### src/rtl/apb_pkg.sv
// Shared types and default widths for the APB master arbiter.
// States: IDLE = arbitrate | SETUP = psel only | ACCESS = psel+penable, wait pready/timeout
package apb_pkg;

    localparam int APB_DATA_W = 32;
    localparam int APB_ADDR_W = 32;
    localparam int APB_PROT_W = 3;

    typedef enum logic [1:0] {
        ST_IDLE   = 2'd0,
        ST_SETUP  = 2'd1,
        ST_ACCESS = 2'd2
    } apb_state_e;

endpackage

### src/rtl/rr_arbiter.sv
// Combinational round-robin picker: searches upward from the slot after the last grant.
module rr_arbiter #(
    parameter int N     = 2,
    parameter int IDX_W = $clog2(N)
) (
    input  logic [N-1:0]     i_req,
    input  logic [IDX_W-1:0] i_last_grant,
    output logic [N-1:0]     o_grant,
    output logic             o_valid
);

    logic [IDX_W-1:0] w_idx;

    always_comb begin
        o_grant = '0;
        o_valid = 1'b0;
        w_idx   = i_last_grant;
        for (int i = 1; i <= N; i++) begin
            w_idx = IDX_W'((int'(i_last_grant) + i) % N);
            if (!o_valid && i_req[w_idx]) begin
                o_grant[w_idx] = 1'b1;
                o_valid        = 1'b1;
            end
        end
    end

endmodule

### src/rtl/apb_master_arbiter.sv
// Multi-requester APB master: round-robin arbitration, one transfer at a time,
// with an optional ACCESS-phase timeout that forces an error completion.
module apb_master_arbiter
    import apb_pkg::*;
#(
    parameter int dataWidth = APB_DATA_W,
    parameter int addrWidth = APB_ADDR_W,
    parameter int NREQ      = 2,
    parameter int TIMEOUT   = 16
) (
    input  logic                            clk,
    input  logic                            rst,
    input  logic [NREQ-1:0]                 req,
    input  logic [NREQ*addrWidth-1:0]       reqAddr,
    input  logic [NREQ-1:0]                 reqWrite,
    input  logic [NREQ*dataWidth-1:0]       reqWdata,
    input  logic [NREQ*(dataWidth/8)-1:0]   reqStrb,
    input  logic [NREQ*APB_PROT_W-1:0]      reqProt,
    output logic [NREQ-1:0]                 done,
    output logic [dataWidth-1:0]            rdata,
    output logic                            slverr,
    output logic                            busy,
    output logic                            pselx,
    output logic                            penable,
    output logic                            pwrite,
    output logic [addrWidth-1:0]            paddr,
    output logic [dataWidth-1:0]            pwdata,
    output logic [dataWidth/8-1:0]          pstrb,
    output logic [APB_PROT_W-1:0]           pprot,
    input  logic                            pready,
    input  logic                            pslverr,
    input  logic [dataWidth-1:0]            prdata
);

    localparam int STRB_W  = dataWidth / 8;
    localparam int IDX_W   = $clog2(NREQ);
    localparam int CNT_W   = (TIMEOUT > 1) ? $clog2(TIMEOUT) : 1;
    localparam int TO_LAST = (TIMEOUT > 0) ? TIMEOUT - 1 : 0;

    apb_state_e              r_state, w_state_nxt;
    logic                    r_psel, w_psel_nxt;
    logic                    r_penable, w_penable_nxt;
    logic                    r_pwrite;
    logic [addrWidth-1:0]    r_paddr;
    logic [dataWidth-1:0]    r_pwdata;
    logic [STRB_W-1:0]       r_pstrb;
    logic [APB_PROT_W-1:0]   r_pprot;
    logic [NREQ-1:0]         r_done, w_done_nxt;
    logic [dataWidth-1:0]    r_rdata, w_rdata_nxt;
    logic                    r_slverr, w_slverr_nxt;
    logic [IDX_W-1:0]        r_last, w_last_nxt;
    logic [IDX_W-1:0]        r_win;
    logic [CNT_W-1:0]        r_cnt, w_cnt_nxt;
    logic                    w_latch;
    logic                    w_timeout;

    logic [NREQ-1:0]         w_req_masked;
    logic [NREQ-1:0]         w_grant;
    logic                    w_arb_valid;
    logic [IDX_W-1:0]        w_win_idx;
    logic [addrWidth-1:0]    w_sel_addr;
    logic                    w_sel_write;
    logic [dataWidth-1:0]    w_sel_wdata;
    logic [STRB_W-1:0]       w_sel_strb;
    logic [APB_PROT_W-1:0]   w_sel_prot;

    // A requester still seeing its done pulse has not yet had a chance to drop req.
    assign w_req_masked = req & ~r_done;

    rr_arbiter #(
        .N     (NREQ),
        .IDX_W (IDX_W)
    ) u_rr_arbiter (
        .i_req        (w_req_masked),
        .i_last_grant (r_last),
        .o_grant      (w_grant),
        .o_valid      (w_arb_valid)
    );

    always_comb begin
        w_win_idx   = '0;
        w_sel_addr  = '0;
        w_sel_write = 1'b0;
        w_sel_wdata = '0;
        w_sel_strb  = '0;
        w_sel_prot  = '0;
        for (int i = 0; i < NREQ; i++) begin
            if (w_grant[i]) begin
                w_win_idx   = IDX_W'(i);
                w_sel_addr  = reqAddr[i*addrWidth +: addrWidth];
                w_sel_write = reqWrite[i];
                w_sel_wdata = reqWdata[i*dataWidth +: dataWidth];
                w_sel_strb  = reqStrb[i*STRB_W +: STRB_W];
                w_sel_prot  = reqProt[i*APB_PROT_W +: APB_PROT_W];
            end
        end
    end

    assign w_timeout = (TIMEOUT > 0) && (r_cnt == CNT_W'(TO_LAST));

    always_comb begin
        w_state_nxt   = r_state;
        w_psel_nxt    = r_psel;
        w_penable_nxt = r_penable;
        w_done_nxt    = '0;
        w_rdata_nxt   = r_rdata;
        w_slverr_nxt  = r_slverr;
        w_last_nxt    = r_last;
        w_cnt_nxt     = r_cnt;
        w_latch       = 1'b0;
        unique case (r_state)
            ST_IDLE: begin
                if (w_arb_valid) begin
                    w_state_nxt = ST_SETUP;
                    w_psel_nxt  = 1'b1;
                    w_latch     = 1'b1;
                end
            end
            ST_SETUP: begin
                w_state_nxt   = ST_ACCESS;
                w_penable_nxt = 1'b1;
                w_cnt_nxt     = '0;
            end
            ST_ACCESS: begin
                if (pready || w_timeout) begin
                    w_state_nxt       = ST_IDLE;
                    w_psel_nxt        = 1'b0;
                    w_penable_nxt     = 1'b0;
                    w_done_nxt[r_win] = 1'b1;
                    w_last_nxt        = r_win;
                    w_cnt_nxt         = '0;
                    // pready on the final timeout cycle still counts as a normal completion
                    if (pready) begin
                        w_rdata_nxt  = r_pwrite ? '0 : prdata;
                        w_slverr_nxt = pslverr;
                    end else begin
                        w_rdata_nxt  = '0;
                        w_slverr_nxt = 1'b1;
                    end
                end else if (TIMEOUT > 0) begin
                    w_cnt_nxt = r_cnt + CNT_W'(1);
                end
            end
            default: begin
                w_state_nxt   = ST_IDLE;
                w_psel_nxt    = 1'b0;
                w_penable_nxt = 1'b0;
            end
        endcase
    end

    always_ff @(posedge clk) begin
        if (rst) begin
            r_state   <= ST_IDLE;
            r_psel    <= 1'b0;
            r_penable <= 1'b0;
            r_pwrite  <= 1'b0;
            r_paddr   <= '0;
            r_pwdata  <= '0;
            r_pstrb   <= '0;
            r_pprot   <= '0;
            r_done    <= '0;
            r_rdata   <= '0;
            r_slverr  <= 1'b0;
            r_last    <= IDX_W'(NREQ - 1);
            r_win     <= '0;
            r_cnt     <= '0;
        end else begin
            r_state   <= w_state_nxt;
            r_psel    <= w_psel_nxt;
            r_penable <= w_penable_nxt;
            r_done    <= w_done_nxt;
            r_rdata   <= w_rdata_nxt;
            r_slverr  <= w_slverr_nxt;
            r_last    <= w_last_nxt;
            r_cnt     <= w_cnt_nxt;
            if (w_latch) begin
                r_win    <= w_win_idx;
                r_paddr  <= w_sel_addr;
                r_pwrite <= w_sel_write;
                r_pwdata <= w_sel_wdata;
                r_pstrb  <= w_sel_strb;
                r_pprot  <= w_sel_prot;
            end
        end
    end

    assign done    = r_done;
    assign rdata   = r_rdata;
    assign slverr  = r_slverr;
    assign busy    = (r_state != ST_IDLE);
    assign pselx   = r_psel;
    assign penable = r_penable;
    assign pwrite  = r_pwrite;
    assign paddr   = r_paddr;
    assign pwdata  = r_pwdata;
    assign pstrb   = r_pstrb;
    assign pprot   = r_pprot;

endmodule

### config.mk
export PLATFORM = sky130hd
export DESIGN_NAME = apb_master_arbiter
export DESIGN_NICKNAME = d
export VERILOG_FILES = /design/src/rtl/apb_pkg.sv /design/src/rtl/rr_arbiter.sv /design/src/rtl/apb_master_arbiter.sv
export SDC_FILE = /design/constraint.sdc
export NUM_CORES = 1
export LEC_CHECK = 0
export CORE_MARGIN = 2
export CORE_UTILIZATION = 42
export CTS_BUF_LIST = sky130_fd_sc_hd__clkbuf_4
export CTS_CLUSTER_SIZE = 20
export DETAILED_ROUTE_END_ITERATION = 8
export PLACE_DENSITY_LB_ADDON = 0.05
export SKIP_CTS_REPAIR_TIMING = 1
export SYNTH_ARGS = -nofsm -noshare
export SYNTH_HDL_FRONTEND = slang
export SYNTH_SLANG_ARGS = --single-unit
### constraint.sdc
create_clock -name clk -period 3 [get_ports clk]
set_input_delay 0.9 -clock clk [delete_from_list [all_inputs] [get_ports clk]]
set_output_delay 0.9 -clock clk [all_outputs]
set_load 0.02 [all_outputs]
---- After elaboration in Yosys (flattened, before gate mapping) ----
Index checks and enable logic that the tools add are counted.
word-level totals
  register bits ........................... 117
  bits of input ports ..................... 182
  logic and storage cells ................. 88
  output and inout port bits .............. 110
operators by class
  eq/ne operators ......................... 5
  order comparisons ....................... 6
  multiplexer cells ....................... 39
  reduce and logical (&&, ||, !) cells .... 14
  bitwise gates (word level) .............. 7
  add/sub/neg operators ................... 3
operator list
  kind                                                         count
  two-way mux 32 bit                                           6
  two-way mux 1 bit                                            17
  two-way mux 4 bit                                            3
  two-way mux 2 bit                                            4
  one-hot mux 4 bit (2 select lines)                           1
  less-than comparator 1 x 2 -> 1 bit (second input constant)  3
  two-way mux 3 bit                                            2
  one-hot mux 1 bit (3 select lines)                           2
  one-hot mux 2 bit (3 select lines)                           1
  AND reduction 2 bit                                          3
  adder 4 x 1 -> 4 bit (second input constant)                 1
  equality test 4 bit (second input constant)                  1
  logical AND 1 bit                                            4
  NOT 1 bit                                                    4
  nonzero test 2 bit                                           2
  demux 1 bit (select 1 bit)                                   3
  >= comparator 1 bit (second input constant)                  3
  AND reduction 3 bit                                          1
  OR reduction 3 bit                                           1
  adder 1 bit (second input constant)                          2
  AND 2 bit                                                    1
  equality test 2 x 1 -> 1 bit (second input constant)         1
  equality test 2 bit (second input constant)                  1
  logical NOT 2 bit                                            1
  6 further kinds                                              6

---- Depth between registers and ports, before layout ----
  depth after elaboration ................. 10
  gate-level depth with buffers ........... 7
  depth with buffers taken out ............ 5

---- Cells and area by module ----
Synthesis repeated with hierarchy kept, for this count alone.
second synthesis, totals
  cells, all modules ...................... 550
  area, all modules ....................... 4638.2 um^2
modules (own cells, without submodules)
  module              cells each  area each (um^2)  times used  seq. area each (um^2)
  apb_master_arbiter  546         4613.2            1           2342.2
  rr_arbiter          4           25.0              1           0.0

---- Worst setup path after synthesis ----
No wires, ideal clock.
  path type ............................... input port to flip-flop
  start ................................... input req[1]
  end ..................................... register r_paddr[20] (netlist: paddr[20])
  buffers on the path ..................... 2
  stages on the path ...................... 5
  setup slack ............................. 1178 ps
  library setup time ...................... 141 ps
  data required time ...................... 2859 ps
  arrival ................................. 1681 ps
  path through ............................ or3b_1 > buf_6 > buf_6 > nand3_1 > o311ai_0
between the ends
  cells in the longest elaborated chain, start to end .. 9
  elaborated cells between the ends (all ways) .. 16
  those cells by class .................... mux (12); bitwise (2); reduce/logical (2)
RTL lines
  what                                                            line                                                 source
  start, declared                                                 apb_master_arbiter.sv:13                             input logic [NREQ-1:0] req,
  AND 2 bit (*)                                                   apb_master_arbiter.sv:68                             assign w_req_masked = req & ~r_done;
  two-way mux 1 bit (not written as such) (2 in series)           rr_arbiter.sv:20                                     if (!o_valid && i_req[w_idx]) begin
  two-way mux 1 bit                                               rr_arbiter.sv:20
  logical NOT 1 bit                                               rr_arbiter.sv:20
  logical AND 1 bit                                               rr_arbiter.sv:20
  two-way mux 2 bit / two-way mux 1 bit (equally long branches)   rr_arbiter.sv:20
  two-way mux 32 bit / two-way mux 1 bit (equally long branches)  apb_master_arbiter.sv:88, apb_master_arbiter.sv:113
  two-way mux 32 bit / two-way mux 1 bit (equally long branches)  apb_master_arbiter.sv:88, apb_master_arbiter.sv:111
  end signal, assigned                                            apb_master_arbiter.sv:179                            r_paddr <= w_sel_addr;
  end, declared                                                   apb_master_arbiter.sv:44                             logic [addrWidth-1:0] r_paddr;
Mark *: on every way between the ends. The rest lies on a longest branch, timed or not. The select of a mux whose other input is x is not followed.
A chain may end at the register's enable or synchronous reset.

---- Worst setup path after layout ----
  start ................................... register r_state[0]
  end ..................................... output busy
between the ends
  cells in the longest elaborated chain, start to end .. 1
RTL lines
  what                    line                       source
  start, declared         apb_master_arbiter.sv:40   apb_state_e r_state, w_state_nxt;
  start signal, assigned  apb_master_arbiter.sv:169  r_state <= w_state_nxt;
  nonzero test 2 bit      apb_master_arbiter.sv:191  assign busy = (r_state != ST_IDLE);
  end, declared           apb_master_arbiter.sv:22   output logic busy,
Every way passes these cells.

==> run summary <==
WP buf/inv -> 3
Clk_lat worst skew -> 0.53 ns
Vias -> 5,463
Die X-Extent -> 113.8 um
DR iter-0 viols -> 457
Combinational power share -> 31.2%
CP max-delay cell -> dfxtp_1
Synth top area share -> 46.28%
Worst setup margin -> 0.3782 ns
Arrival time worst endpoint -> 1.72 ns
Worst EP required -> 2.10 ns
Initial antenna violation count -> 1
First-pass GRT wire length -> 27,920 um
Area Growth Syn to Fin -> 62.45%
WL final -> 17,980 um
DPL Wire Length -> 12,610 um
All-Layer GR Usage -> 27.28%
Clock Pin Slew Worst Setup and Hold Paths -> 0.10 ns
Setup WS pre-CTS -> 0.3012 ns
Mapped Cells -> 558
Drc violations -> 0
Mapped Area -> 5061 um^2
Distinct cells, synth -> 46
Slew Viols, Final -> 0
Period utilization -> 87.39%
Max Root-Sink Buffers -> 2
# fillers -> 1,006
Yosys warning count -> 0
Outcome -> finished clean
Core area -> 11,860 um^2
CP endpoint kind -> output port
Worst R2R Path Depth -> 6
RSZ-0062 raised after global routing -> false
Cell Pwr Density -> 476.2 nW/um^2
Dpl cells -> 958
CP Capture Point -> busy
TritonCTS Buffers -> 17
Sequential share of power -> 45.6%
Layout Cells excl Fill -> 989
DR pass1 iterations -> 4
Synth top area cells -> dfxtp_1, nand3_1, o311ai_1, inv_1, a22o_1
Htree depth -> 4
# rows -> 40
Worst-Margin Slew -> 0.5905 ns
Share of layout cells above drive strength 1 -> 6.540%
WP depth -> 4
Setup TNS -> 0 ns
Critical path, cell by cell -> inv_1, ha_1, inv_2, dlymetal6s2s_1
Delay-heaviest family, CP -> buffers and inverters
Clock sinks -> 117
NetSw -> 1.264 mW
Rel. slew slack -> 60.63%
Clk pwr share -> 23.1%
Vias in the first global route -> 5,476
Worst clock skew -> 0.01576 ns
Leakage Power -> 2.966 nW
Final setup fails -> 0
# Max-Cap Violations -> 0
Synth Register Bits -> 117
Register area share after synthesis -> 46.28%
Total chip power -> 3.915 mW
Via density per instance -> 5.524
Peak VDD IR -> 0.2615 mV
Min cycle time layout -> 2.622 ns
Die Height -> 113.8 um
Critical path class -> reg2out
Worst min-delay path category -> reg2reg
Port buffer count -> 291
I/O Pins -> 292
Remaining Overflow, GRT -> 0
Clock root buffer -> clkbuf_4
Avg Cell Area, Syn -> 9.070 um^2
Routed Antenna Nets -> 0
Worst setup path start -> r_state[0]
Worst R2R Start -> r_state[0]
Placer Congestion -> 0.7931
CTS tree -> built
Worst setup SP type -> flop
Final Hold Viols -> 0
Worst reg2reg setup slack -> 1.13 ns
Fmax -> 381.4 MHz
Sw frac -> 32.28%
Routed length per instance -> 18.18 um
Cell taking the most area after synthesis -> dfxtp_1
Crit Path Max Fanout -> 8
RR Endpoint -> pwdata[29]
Layout net count -> 1,016
Die area -> 12,940 um^2
Largest net degree at the start of global routing -> 67
Pint -> 2.652 mW
CP peak stage delay -> 0.36 ns
Syn Nets -> 744
Starting Density -> 42.67%
## final cells by class
| class | instances | area, um^2 | area share [%] |
|---|---|---|---|
| multi-input cells | 307 | 2115 | 25.72 |
| inverters | 80 | 300.3 | 3.652 |
| well taps | 147 | 183.9 | 2.237 |
| flip-flops and latches | 117 | 2342 | 28.49 |
| clock buffers | 21 | 157.7 | 1.918 |
| clock inverters | 9 | 40.04 | 0.4870 |
| repair buffers | 307 | 3080 | 37.47 |
| diodes | 1 | 2.502 | 0.03044 |
## per-stage QoR
| stage | hold WS, ns | util (%) | cell area [um^2] |
|---|---|---|---|
| after CTS | 0.4687 | 69.27 | 8217 |
| after floorplan | 0.4136 | - | 5061 |
| final | 0.4638 | 69.31 | 8222 |
| after global routing | 0.4783 | 69.31 | 8222 |
| after global placement | 0.4340 | 67.61 | 8019 |
| after detailed placement | 0.4339 | 67.61 | 8019 |
## routing by layer
metal,GRT usage (%),up-vias,wire length (um)
li1,-,2604,-
met1,30.97,2592,7184
met2,46.31,230,8773
met3,9.777,37,1521
met4,11.95,0,498
met5,0,-,0
## worst min-delay path by stage
stage               startpoint  endpoint  slack [ns]  cells past startpoint
floorplan                r_win   done[0]        0.41                      1
global placement         r_win   done[0]        0.43                      1
detailed placement       r_win   done[0]        0.43                      1
CTS                      r_win   done[0]        0.47                      1
global route             r_win   done[0]        0.48                      1
finish                   r_win   done[0]        0.46                      1
## Yosys cell counts, drive strengths merged
cell / count
nand4b: 2
o311ai: 71
mux2i: 1
a21oi: 7
and3b: 1
a31oi: 1
nor2b: 3
and3: 1
nand3: 144
a31o: 1
nor2: 2
and4bb: 2
o2bb2ai: 1
o221ai: 1
nand3b: 2
nand2b: 5
or3b: 1
dfxtp: 117
nor3b: 2
nor3: 1
clkbuf: 23
o21ai: 3
nand4: 2
a211oi: 2
o211ai: 2
inv: 80
and2b: 1
nand2: 3
o22ai: 1
a2bb2oi: 1
a221oi: 3
ha: 4
a22o: 32
a32oi: 1
or4: 2
nor4bb: 1
buf: 31
## flip-flops by register name, summed over array words and instances, names as in the netlist
signal and cells:
r_state 2, r_win 1, r_last 1, pwrite 1, pselx 1, pstrb 4
slverr 1, pwdata 32, r_cnt 4, penable 1, done 2, rdata 32
pprot 3, paddr 32
## cell families after synthesis
group / Yosys count / synth area share, %
simple gates: 175 / 18.69
mux: 1 / 0.1978
flops: 117 / 46.28
fa+ha+maj: 4 / 0.9889
buf+inv: 134 / 12.24
compound gates: 127 / 21.61
## power by group through the flow
stage                     logic [mW]  registers [mW]  clock network, mW
after floorplan                0.401            1.98                  0
after global placement          1.20            1.81                  0
after detailed placement        1.22            1.82                  0
after CTS                       1.23            1.79              0.924
after global routing            1.31            1.80              0.989
final                           1.22            1.79              0.905
## cell usage in the layout, fill, tap and decap left out, drive strengths merged, types with 5 or more instances in the layout
cell type | Yosys | routed
a21oi | 7 | 7
a22o | 32 | 32
buf | 31 | 17
clkbuf | 23 | 21
clkdlybuf4s50 | 0 | 289
clkinv | 0 | 9
dfxtp | 117 | 117
inv | 80 | 80
nand2b | 5 | 5
nand3 | 144 | 144
o311ai | 71 | 71
Power figures use the tool's default switching activity.
==> RTL change 1, RTL diff (same settings) <==
Put one more register stage on the output `slverr`. The value now appears one clock later. The other outputs are not delayed to match.
--- a/src/rtl/apb_master_arbiter.sv
+++ b/src/rtl/apb_master_arbiter.sv
@@ -189,3 +189,5 @@
     assign rdata   = r_rdata;
-    assign slverr  = r_slverr;
+    always_ff @(posedge clk) begin
+        slverr <= r_slverr;
+    end
     assign busy    = (r_state != ST_IDLE);
Behaviour: not the same (a bounded check fails within 4 cycles, from zero or initial values and one cycle with rst high).
==> RTL change 1 against the original RTL <==
Worst setup slack better by 19 ps; sequential cell count up 1; total power rose by 0.84%; cell area is the same; die area up 0.38%; clock skew rose by 4.4 ps; routed wire length down 2.0%; area after synthesis rose by 0.40%; largest power group unchanged; highest routed layer unchanged.
==> RTL change 1: results (changes against the original RTL) <==
| Metric | Value |
|---|---|
| FFs & Latches | `118 (was 117)` |
| Setup WS pre-CTS | `310.2 ps (was 301.2 ps)` |
| Mux contribution to synthesized area | `0.1970% (was 0.1978%)` |
| Number of non-clock buffers | `305 (was 307)` |
| Clock buffer count | `23 (was 21)` |
| Max incr delay on CP | `690 ps (was 360 ps)` |
| Status | `completed (unchanged)` |
| Nets@finish | `1015 (was 1016)` |
| Routing usage on met3 | `9.086% (was 9.777%)` |
| Drt pass-1 iters | `5 (was 4)` |
| Vias in the first global route | `5567 (was 5476)` |
| Clock buf/inv share | `2.526% (was 2.405%)` |
| Met1 Track Usage GR | `29.40% (was 30.97%)` |
| Total GRT Usage | `26.90% (was 27.28%)` |
| Data buffer area share | `37.13% (was 37.47%)` |
| HPWL after DPL | `12.31 mm (was 12.61 mm)` |
| Syn Nets | `745 (was 744)` |
| Routed wl met3 | `1.439 mm (was 1.521 mm)` |
| Synth Area in Compound Gates | `21.52% (was 21.61%)` |
| Routed len/inst | `17.83 um (was 18.18 um)` |
| Ratio of cells with drive above 1 in the final layout | `6.421% (was 6.540%)` |
| Initial antenna violation count | `0 (was 1)` |
| CP arrival | `1700 ps (was 1720 ps)` |
| Largest net degree at the start of global routing | `49 (was 67)` |
| Antenna Cells | `0 (was 1)` |
| R2r setup slk | `1200 ps (was 1130 ps)` |
| Crit Path Max Fanout | `6 (was 8)` |
| Fillers | `992 (was 1006)` |
| Worst VDD drop | `0.2439 mV (was 0.2615 mV)` |
| Seq/Total Area, Yosys | `46.49% (was 46.28%)` |
| Global placement routability congestion | `0.8275 (was 0.7931)` |
| Synthesis-to-layout area growth | `61.81% (was 62.45%)` |
| Top post-synthesis cells by area | `dfxtp_1, nand3_1, o311ai_1 (unchanged)` |
| Synth top cells by count | `nand3_1, dfxtp_1, inv_1 (unchanged)` |
## RTL change 1: worst paths after layout
path                    from         end  cells after the start
hold / removal      r_slverr      slverr                      0
setup / recovery     done[0]     done[0]                      1
setup reg to reg  r_state[0]  pwdata[26]                      6
hold reg to reg     r_slverr      slverr                      0
## RTL change 1: per-stage QoR
| stage | hold slack [ps] | util (%) | total power [mW] | instances |
|---|---|---|---|---|
| 4_1_cts | 380.6 | 69.00 | 3.986 | 988 |
| 6_report | 362.8 | 69.02 | 3.948 | 988 |
| 3_5_place_dp | 359.0 | 67.26 | 3.057 | 957 |
| 3_3_place_gp | 340.8 | 67.26 | 3.030 | 957 |
| 2_1_floorplan | 331.4 | - | 2.398 | 559 |
| 5_1_grt | 392.6 | 69.02 | 4.153 | 988 |
## RTL change 1: power breakdown
part	total, mW	internal [mW]	switching (mW)
Clock	0.925	0.361	0.564
Sequential	1.80	1.72	0.0807
Combinational	1.23	0.617	0.610
Total	3.95	2.69	1.25
==> RTL change 2, RTL diff (config.mk and constraints unchanged) <==
Without the edit above. The package constant `APB_PROT_W` goes from 3 to 6.
--- a/src/rtl/apb_pkg.sv
+++ b/src/rtl/apb_pkg.sv
@@ -6,3 +6,3 @@
     localparam int APB_ADDR_W = 32;
-    localparam int APB_PROT_W = 3;
+    localparam int APB_PROT_W = 6;
 
Interface: changed (resized pprot and reqProt); port bits go from 292 to 301. No check against the original RTL was run, so the function may have changed too.
==> RTL change 2 against the original RTL <==
Highest routed layer unchanged; worst setup slack worse by 4.9 ps; critical path type unchanged; total power is 12% higher; first-iteration DRC count is 12% higher; clock skew is 2.2 ps lower; area after synthesis is 4.3% higher; largest power group unchanged; cell area is 6.0% higher; routed wire length is 6.1% higher; sequential cell count is 3 higher.
==> RTL change 2: results (changes against the original RTL) <==
| Metric | Value |
|---|---|
| Status | `completed (unchanged)` |
| Leakage | `3.097 nW (was 2.966 nW)` |
| Num CTS Buffers | `17 (unchanged)` |
| Layout Skew | `13.56 ps (was 15.76 ps)` |
| Iteration-0 DRC Markers | `510 (was 457)` |
| Cell Area, Placed | `8403 um2 (was 8019 um2)` |
| CTS clk-pin slew, worst paths | `120 ps (was 100 ps)` |
| Max-slew headroom | `53.42% (was 60.63%)` |
| Worst VDD drop | `0.2364 mV (was 0.2615 mV)` |
| First-pass GRT wire length | `29.00 mm (was 27.92 mm)` |
| Ratio of cells with drive above 1 in the final layout | `9.861% (was 6.540%)` |
| Synth top cells by count | `dfxtp_1, nand3_1, inv_1 (was nand3_1, dfxtp_1, inv_1)` |
| Cell family with most CP delay | `buffers and inverters (unchanged)` |
| Worst Hold End | `done[0] (unchanged)` |
| Reg2reg end | `pselx (was pwdata[29])` |
| Cell count after synthesis | `574 (was 558)` |
| Routed wl met3 | `1.941 mm (was 1.521 mm)` |
| FF-to-FF Start | `r_state[0] (unchanged)` |
| Worst hold stages | `1 (unchanged)` |
| Global placement routability congestion | `0.8129 (was 0.7931)` |
| Later-pin clock latency in the skew report | `530 ps (about the same)` |
| HPWL after DPL | `13.65 mm (was 12.61 mm)` |
| Worst min path class | `flip-flop to flip-flop (unchanged)` |
| Top post-synthesis cells by area | `dfxtp_1, o311ai_1, nand3_1 (was dfxtp_1, nand3_1, o311ai_1)` |
| Nets@finish | `1041 (was 1016)` |
| Seq/Total Area, Yosys | `45.50% (was 46.28%)` |
| Total GRT Usage | `27.64% (was 27.28%)` |
| Worst Reg-to-Reg Cells | `5 (was 6)` |
| Vias in the first global route | `5640 (was 5476)` |
| FFs w/ async S/R, synth | `0% (unchanged)` |
| H-tree Lvls | `4 (unchanged)` |
| Max incr delay on CP | `380 ps (was 360 ps)` |
| Top Layer Used | `met4 (unchanged)` |
| M1 wire length | `7.027 mm (was 7.184 mm)` |
| Count of input and output buffers | `300 (was 291)` |
| CTS max path bufs | `2 (unchanged)` |
| Met2 routed wirelength | `9.297 mm (was 8.773 mm)` |
| Synth unique cells | `44 (was 46)` |
| Syn Nets | `766 (was 744)` |
| CTS Root Buffer Type | `clkbuf_4 (unchanged)` |
| Non-filler cells, final | `1030 (was 989)` |
| Worst Min Path Start | `r_win (unchanged)` |
| Antenna Cells | `0 (was 1)` |
| Synth warn | `0 (unchanged)` |
| Initial antenna violation count | `0 (was 1)` |
| DR vias | `5728 (was 5463)` |
| Drt pass-1 iters | `5 (was 4)` |
| Crit Path Max Fanout | `6 (was 8)` |
| R2r setup slk | `1220 ps (was 1130 ps)` |
| Largest net degree at the start of global routing | `75 (was 67)` |
| Setup WS pre-CTS | `292.0 ps (was 301.2 ps)` |
| Hold Worst Slack | `460.3 ps (was 463.8 ps)` |
| WL final | `19.08 mm (was 17.98 mm)` |
| Critical path's slowest cell | `dfxtp_1 (unchanged)` |
## RTL change 2: cell types whose count changed after synthesis, moves of 3 or more
cell	change
nand3_2	+30
o311ai_1	+6
nand2b_2	-3
dfxtp_1	+3
clkbuf_1	+5
nand3_1	-24
nand2b_1	+4
buf_2	+4
o311ai_0	-3
## RTL change 2: layout make-up
class	instances	area [um2]
sequential	120	2402
tap	168	210.2
multi-input combinational	315	2306
timing repair buffer	314	3183
fill	983	3446
clock buffer	18	135.1
clock inverter	14	175.2
inverter	81	304.0
## RTL change 2: worst max-delay path by stage
stage	startpoint	to	slack, ps	cells past startpoint
global placement	req[1]	pwdata[13]	380	5
finish	r_state[1]	busy	370	4
floorplan	req[1]	paddr[13]	1080	6
detailed placement	req[1]	paddr[1]	290	5
global route	r_state[1]	busy	210	4
CTS	r_state[1]	busy	-50	4
## RTL change 2: cell families after synthesis
logic type | Yosys count | synth area share (%)
compound gates | 129 | 20.73
fa+ha+maj | 4 | 0.9479
buf+inv | 139 | 11.37
flops | 120 | 45.50
mux | 2 | 0.3792
simple gates | 180 | 21.07
## RTL change 2: worst reg2reg max path, stage by stage, from the launching register on
cell	delay [ps]
dfxtp_1	350
inv_1	70
ha_1	310
and2b_1	280
a221o_1	370
a221oi_1	290
## RTL change 2: report_power, final
part           leakage, nW  internal, mW  switching (mW)
clock                0.159         0.593           0.651
sequential           0.983          1.75          0.0900
combinational         1.96         0.651           0.645
total                 3.10          2.99            1.39
## RTL change 2: routing by layer
layer	up-vias	track usage (%)
met5	-	0
met4	0	14.21
met3	58	10.48
met2	311	45.89
met1	2691	31.09
li1	2668	-
